### config.mk
export PLATFORM = sky130hd
export DESIGN_NAME = exec_datapath_slice
export DESIGN_NICKNAME = d
export VERILOG_FILES = /design/src/rtl/exec_datapath_slice.sv
export SDC_FILE = /design/constraint.sdc
export NUM_CORES = 1
export LEC_CHECK = 0
export BUFFER_PORTS_ARGS = -buffer_cell sky130_fd_sc_hd__buf_2
export CAP_MARGIN = 20
export CELL_PAD_IN_SITES_DETAIL_PLACEMENT = 1
export CELL_PAD_IN_SITES_GLOBAL_PLACEMENT = 1
export CORE_MARGIN = 2
export CORE_UTILIZATION = 31
export CTS_CLUSTER_DIAMETER = 100
export DETAILED_ROUTE_END_ITERATION = 8
export HOLD_SLACK_MARGIN = 0.06
export PLACE_DENSITY_LB_ADDON = 0.1
export SYNTH_ARGS = -nofsm -noshare
export SYNTH_HDL_FRONTEND = slang
export SYNTH_SLANG_ARGS = --single-unit
### constraint.sdc
create_clock -name clk -period 2.4 [get_ports clk]
set_input_delay 0.36 -clock clk [delete_from_list [all_inputs] [get_ports clk]]
set_output_delay 0.36 -clock clk [all_outputs]
set_load 0.02 [all_outputs]
### src/rtl/exec_datapath_slice.sv
// One-cycle registered ALU/writeback slice between the register-file read and write ports.
// Optional signed-overflow flag output enabled by EXEC_DATAPATH_OVERFLOW_FLAG_EN.
module exec_datapath_slice #(
   parameter int unsigned DATA_BITS = 8
) (
   input  logic                 clk,
   input  logic                 reset,
   input  logic [DATA_BITS-1:0] rd0_data,
   input  logic [DATA_BITS-1:0] rd1_data,
   input  logic [DATA_BITS-1:0] immediate,
   input  logic [DATA_BITS-1:0] load_data,
   input  logic                 b_sel,
   input  logic                 subtract,
   input  logic [1:0]           wr_sel,
   input  logic                 valid_in,
   output logic [DATA_BITS-1:0] wr_data,
   output logic                 wr_valid,
   output logic                 carry,
`ifdef EXEC_DATAPATH_OVERFLOW_FLAG_EN
   output logic                 overflow,
`endif
   output logic                 zero
);

   localparam int unsigned SUM_BITS = DATA_BITS + 1;
   localparam int unsigned MSB      = DATA_BITS - 1;

   localparam logic [1:0] WB_ALU  = 2'd0;
   localparam logic [1:0] WB_IMM  = 2'd1;
   localparam logic [1:0] WB_LOAD = 2'd2;
   localparam logic [1:0] WB_RD0  = 2'd3;

   logic [DATA_BITS-1:0] b_eff;
   logic [DATA_BITS-1:0] b_xor;
   logic [SUM_BITS-1:0]  sum;
   logic [DATA_BITS-1:0] alu_res;
   logic                 alu_cout;
   logic                 alu_zero;
   logic [DATA_BITS-1:0] mux_out;
   logic                 flag_upd;

   logic [DATA_BITS-1:0] wr_data_q, wr_data_d;
   logic                 wr_valid_q, wr_valid_d;
   logic                 carry_q, carry_d;
   logic                 zero_q, zero_d;

   // Subtraction is A + ~B + 1, so the carry-out reads as "no borrow".
   always_comb begin
      b_eff    = b_sel ? immediate : rd1_data;
      b_xor    = subtract ? ~b_eff : b_eff;
      sum      = SUM_BITS'(rd0_data) + SUM_BITS'(b_xor) + SUM_BITS'(subtract);
      alu_res  = sum[DATA_BITS-1:0];
      alu_cout = sum[DATA_BITS];
      alu_zero = (alu_res == '0);
   end

   always_comb begin
      mux_out = alu_res;
      case (wr_sel)
         WB_ALU:  mux_out = alu_res;
         WB_IMM:  mux_out = immediate;
         WB_LOAD: mux_out = load_data;
         WB_RD0:  mux_out = rd0_data;
         default: mux_out = alu_res;
      endcase
   end

   // Flags track only the last ALU writeback so later branches see that result.
   assign flag_upd = valid_in && (wr_sel == WB_ALU);

   always_comb begin
      wr_valid_d = valid_in;
      wr_data_d  = wr_data_q;
      carry_d    = carry_q;
      zero_d     = zero_q;
      if (valid_in) begin
         wr_data_d = mux_out;
      end
      if (flag_upd) begin
         carry_d = alu_cout;
         zero_d  = alu_zero;
      end
   end

   always_ff @(posedge clk) begin
      if (reset) begin
         wr_data_q  <= '0;
         wr_valid_q <= 1'b0;
         carry_q    <= 1'b0;
         zero_q     <= 1'b0;
      end else begin
         wr_data_q  <= wr_data_d;
         wr_valid_q <= wr_valid_d;
         carry_q    <= carry_d;
         zero_q     <= zero_d;
      end
   end

   assign wr_data  = wr_data_q;
   assign wr_valid = wr_valid_q;
   assign carry    = carry_q;
   assign zero     = zero_q;

`ifdef EXEC_DATAPATH_OVERFLOW_FLAG_EN
   logic alu_ovf;
   logic overflow_q, overflow_d;

   // Signed overflow: operands agree in sign but the result does not.
   assign alu_ovf = (rd0_data[MSB] == b_xor[MSB]) && (alu_res[MSB] != rd0_data[MSB]);

   always_comb begin
      overflow_d = overflow_q;
      if (flag_upd) begin
         overflow_d = alu_ovf;
      end
   end

   always_ff @(posedge clk) begin
      if (reset) begin
         overflow_q <= 1'b0;
      end else begin
         overflow_q <= overflow_d;
      end
   end

   assign overflow = overflow_q;
`endif

endmodule

Yosys cells after proc, flatten, opt, wreduce, memory -nomap -nowiden
Cells that the tools add are included.
{"block": "classes", "add_sub_neg": 2, "eq_ne": 3, "muxes": 3, "n_bitwise": 1, "n_reduce_logical": 3}
{"operator": "case mux 8 bit (4 select lines)", "count": 1}
{"operator": "two-way mux 8 bit", "count": 2}
{"operator": "adder 8 x 8 -> 9 bit", "count": 1}
{"operator": "adder 9 x 1 -> 9 bit", "count": 1}
{"operator": "zero test 8 bit", "count": 1}
{"operator": "inverter 8 bit", "count": 1}
{"operator": "== test 2 bit (second input constant)", "count": 2}
{"operator": "== test 2 x 1 -> 1 bit (second input constant)", "count": 1}
{"operator": "zero test 2 bit", "count": 1}
{"operator": "logical AND 1 bit", "count": 1}
{"block": "totals", "regBits": 11, "in_bits": 39, "out_inout_bits": 11, "wordCells": 16}

Depth between registers and ports, before layout
{"block": "logic_depth", "depth_word": 6, "mapped_depth": 11}

Worst setup path before layout
Ideal clock, no wire load.
{"block": "synth_path", "path_kind": "in2reg", "startpoint": "input b_sel", "endpoint": "register wr_data_q[6] (netlist: wr_data[6])", "arrival_ns": 2.452, "t_required_ns": 2.330, "path_slack_ns": -0.122, "path_stages": 11, "n_path_buf": 1, "cell_sequence": "buf_6 mux2_2 nand2_1 nand2_1 fa_1 a211oi_1 nor2_1 mux2i_1 a311oi_1 o2111ai_1 a21oi_1"}
{"block": "synth_between", "elab_chain_len": 6}
{"element": "start, declared", "line_no": "12", "source": "input logic b_sel,"}
{"element": "two-way mux 8 bit (*)", "line_no": "49", "source": "b_eff = b_sel ? immediate : rd1_data;"}
{"element": "inverter 8 bit", "line_no": "50", "source": "b_xor = subtract ? ~b_eff : b_eff;"}
{"element": "two-way mux 8 bit (*)", "line_no": "50"}
{"element": "adder 8 x 8 -> 9 bit (*)", "line_no": "51", "source": "sum = SUM_BITS'(rd0_data) + SUM_BITS'(b_xor) + SUM_BITS'(subtract);"}
{"element": "adder 9 x 1 -> 9 bit (*)", "line_no": "51"}
{"element": "case mux 8 bit (4 select lines) (*)", "line_no": "59", "source": "case (wr_sel)"}
{"element": "end signal, assigned", "line_no": "92", "source": "wr_data_q <= wr_data_d;"}
{"element": "end, declared", "line_no": "42", "source": "logic [DATA_BITS-1:0] wr_data_q, wr_data_d;"}
Every way passes the cells marked *; elsewhere a longest branch is shown, timed or not.
A chain may end at the register's enable or synchronous reset.

Worst setup path after layout
{"block": "layout_path", "startpoint": "input b_sel", "endpoint": "register zero_q (netlist: zero)"}
{"block": "layout_between", "elab_chain_len": 6}
{"element": "two-way mux 8 bit (*)", "line_no": "49"}
{"element": "inverter 8 bit", "line_no": "50"}
{"element": "two-way mux 8 bit (*)", "line_no": "50"}
{"element": "adder 8 x 8 -> 9 bit (*)", "line_no": "51"}
{"element": "adder 9 x 1 -> 9 bit (*)", "line_no": "51"}
{"element": "zero test 8 bit (*)", "line_no": "54", "source": "alu_zero = (alu_res == '0);"}
{"element": "end signal, assigned", "line_no": "95", "source": "zero_q <= zero_d;"}
{"element": "end, declared", "line_no": "45", "source": "logic zero_q, zero_d;"}
Marks and branches as above.

==> results_dict.tcl <==
set metrics [dict create \
    dpl_cell_area_sq_um 1690 \
    path_clk_slew_ns 0.05 \
    die_x_um 67.4 \
    async_flop_share_pct 0 \
    ys_seq_elements 11 \
    antennaDiodeCount 0 \
    grt_start_max_net_pins 16 \
    drt-total-wl_mm 4.36 \
    vias 1366 \
    fmax_mhz 435 \
    tightest_slew_ns 0.368 \
    worst_setup_path_start_kind "input port" \
    yosysWarnings 0 \
    setup_viol 0 \
    pre_cts_slack_ns -0.188 \
    hp-class "input port to flop" \
    nFillCells 500 \
    gp_congestion 0.797 \
    vdd_drop_max_mv 0.174 \
    layout-drive-gt1-share_pct 44.7 \
    outcome "finished, final reports clean" \
    dieArea_sq_um 4540 \
    timing_max_transition_violations_final 0 \
    ys.flop_type "dfxtp_1" \
    layout_common_cells "buf_2 (48), buf_4 (22), nand2_1 (16)" \
    worstSetupEndpointType "flop" \
    layout_min_cycle_time_ns 2.30 \
    start_util_pct 31.6 \
    yosysUniqueCellTypes 46 \
    crit_start "b_sel" \
    rsz0062_at_grt "yes" \
    min_from "valid_in" \
    power_uw 862 \
    final_antenna_net_count 0 \
    cts-buffers-inserted 3 \
    power_leakage_nw 0.854 \
    min_path_cells 3 \
    vias_per_cell 5.12 \
    synth-edff-count 0 \
    clockBufferDepth 2 \
    grt_first_pass_wirelength_mm 6.49 \
    worstReg2RegEnd "wr_data[3]" \
    instances_no_fill 267 \
    clock_latency_ns 0.23 \
    fin_ws_ns 0.101 \
    grt.overflow.total 0 \
    drc 0 \
    cts_root_buffer "clkbuf_8" \
    tritoncts "done" \
    avgRoutedWirePerCell_um 16.3 \
    htreeDepth 1 \
    r2r_setup_slack_ns 1.60 \
    yosysSeqAreaShare_pct 17.7 \
    fp.dieH_um 67.4 \
    core_area_sq_um 3940 \
    rows 23 \
    avgSynthCellArea_sq_um 8.47 \
    rr_startpoint "wr_data[3]" \
    netlist_area_sq_um 1240 \
    fin_nets 266 \
    cp_max_fo 5 \
    dr.pass1.iters 4 \
    final_area_sq_um 1810 \
    antenna_found_initial 0 \
    clock_skew_ns 0 \
    numClockSinks 11 \
    crit_arrival_ns 2.45 \
    finalHoldViolations 0 \
    syn_inst 147 \
    reg2regPathDepth 3 \
    maxCapViolCount 0 \
    fin_util_pct 46.0 \
    timing.final.crit_share_pct 95.8 \
    final_common_cell "buf_2" \
    design.portCount 50 \
    portBuffers 49 \
    slew_headroom_pct 75.1 \
    synth_fp_nets 195 \
    pwr_density_cell_nw_per_um2 475 \
    grt_pass1_vias 1390 \
    dp_cells 261 \
    required_ns 2.55 \
    worstHoldEndpoint "wr_valid" \
    grt_use_total_pct 19.0 \
    drtIter0Drc 40 \
    hpwl_mm 3.64 \
    area_delta_synth_final_pct 45.7 \
    path_class "input port to flop" \
]
[through the flow]
step,TNS (ns),hold slack [ns]
2_1_floorplan,-0.0185,0.511
3_3_place_gp,-0.304,0.455
5_1_grt,-0.0239,0.426
6_report,0,0.434
4_1_cts,0,0.437
3_5_place_dp,-0.604,0.460
[worst max-delay path, cell delays in order]
cell	delay, ns
buf_12	0.11
mux2_4	0.31
nand2_2	0.07
nand2_2	0.05
fa_2	0.41
xor2_2	0.16
or4_1	0.52
nor2_1	0.12
nand3b_1	0.12
o31ai_2	0.22
[power by group]
group | switching [mW] | leakage, nW | internal (mW)
Sequential | 0.00634 | 0.0908 | 0.198
Combinational | 0.239 | 0.741 | 0.238
Clock | 0.0649 | 0.0228 | 0.116
[cells by family after synthesis]
group	synth area share [%]
buffers and inverters	4.12
muxes	20.3
xor gates and xnor gates	8.44
and+or+nand+nor	21.1
AOI/OAI and AO/OA	18.7
adders and majority gates	9.65
DFF	17.7
[cells in the mapped netlist, types with 3 or more instances]
library cell	number	area (sq um)
a21oi_1	6	30.0
clkbuf_1	3	11.3
dfxtp_1	11	220
ha_1	8	100
mux2_2	4	45.0
mux2i_1	14	140
nand2_1	18	67.6
nand2b_1	4	25.0
nand4_1	3	18.8
nor2_1	13	48.8
nor3_1	3	15.0
o21ai_0	6	30.0
xnor2_1	9	78.8
xor2_1	3	26.3
[layout make-up]
| class | instances | area [sq um] | share of cell area (%) |
|---|---|---|---|
| clock buffers | 4 | 45.0 | 2.48 |
| inverters | 2 | 7.51 | 0.414 |
| multi-input cells | 127 | 1030 | 56.6 |
| flip-flops and latches | 11 | 220 | 12.1 |
| well taps | 50 | 62.6 | 3.45 |
| repair buffers | 73 | 452 | 24.9 |
[how the worst max path moves through the flow]
stage	to	slack, ns
after floorplan	zero	-0.02
after global placement	zero	-0.13
after detailed placement	zero	-0.19
after CTS	zero	0.05
after global routing	zero	-0.01
final	zero	0.10
[timing repair]
item | 4_1_cts | 5_1_grt
setup buffers | 0 | 2
setup endpoints to repair | 0 | 3
hold buffers | 0 | 0
resized for setup | 0 | 17
[state kept, by name, indices dropped and copies added (netlist names)]
register,flops
wr_data,8
carry,1
wr_valid,1
zero,1
[layer usage]
metal / track usage (%) / vias to the layer above / wire length (um)
met3: 3.83 / 0 / 236
met5: 0 / - / 0
li1: - / 678 / -
met1: 22.8 / 636 / 1780
met4: 0.765 / 0 / 0
met2: 36.5 / 52 / 2350
(Power assumes the default switching activity.)
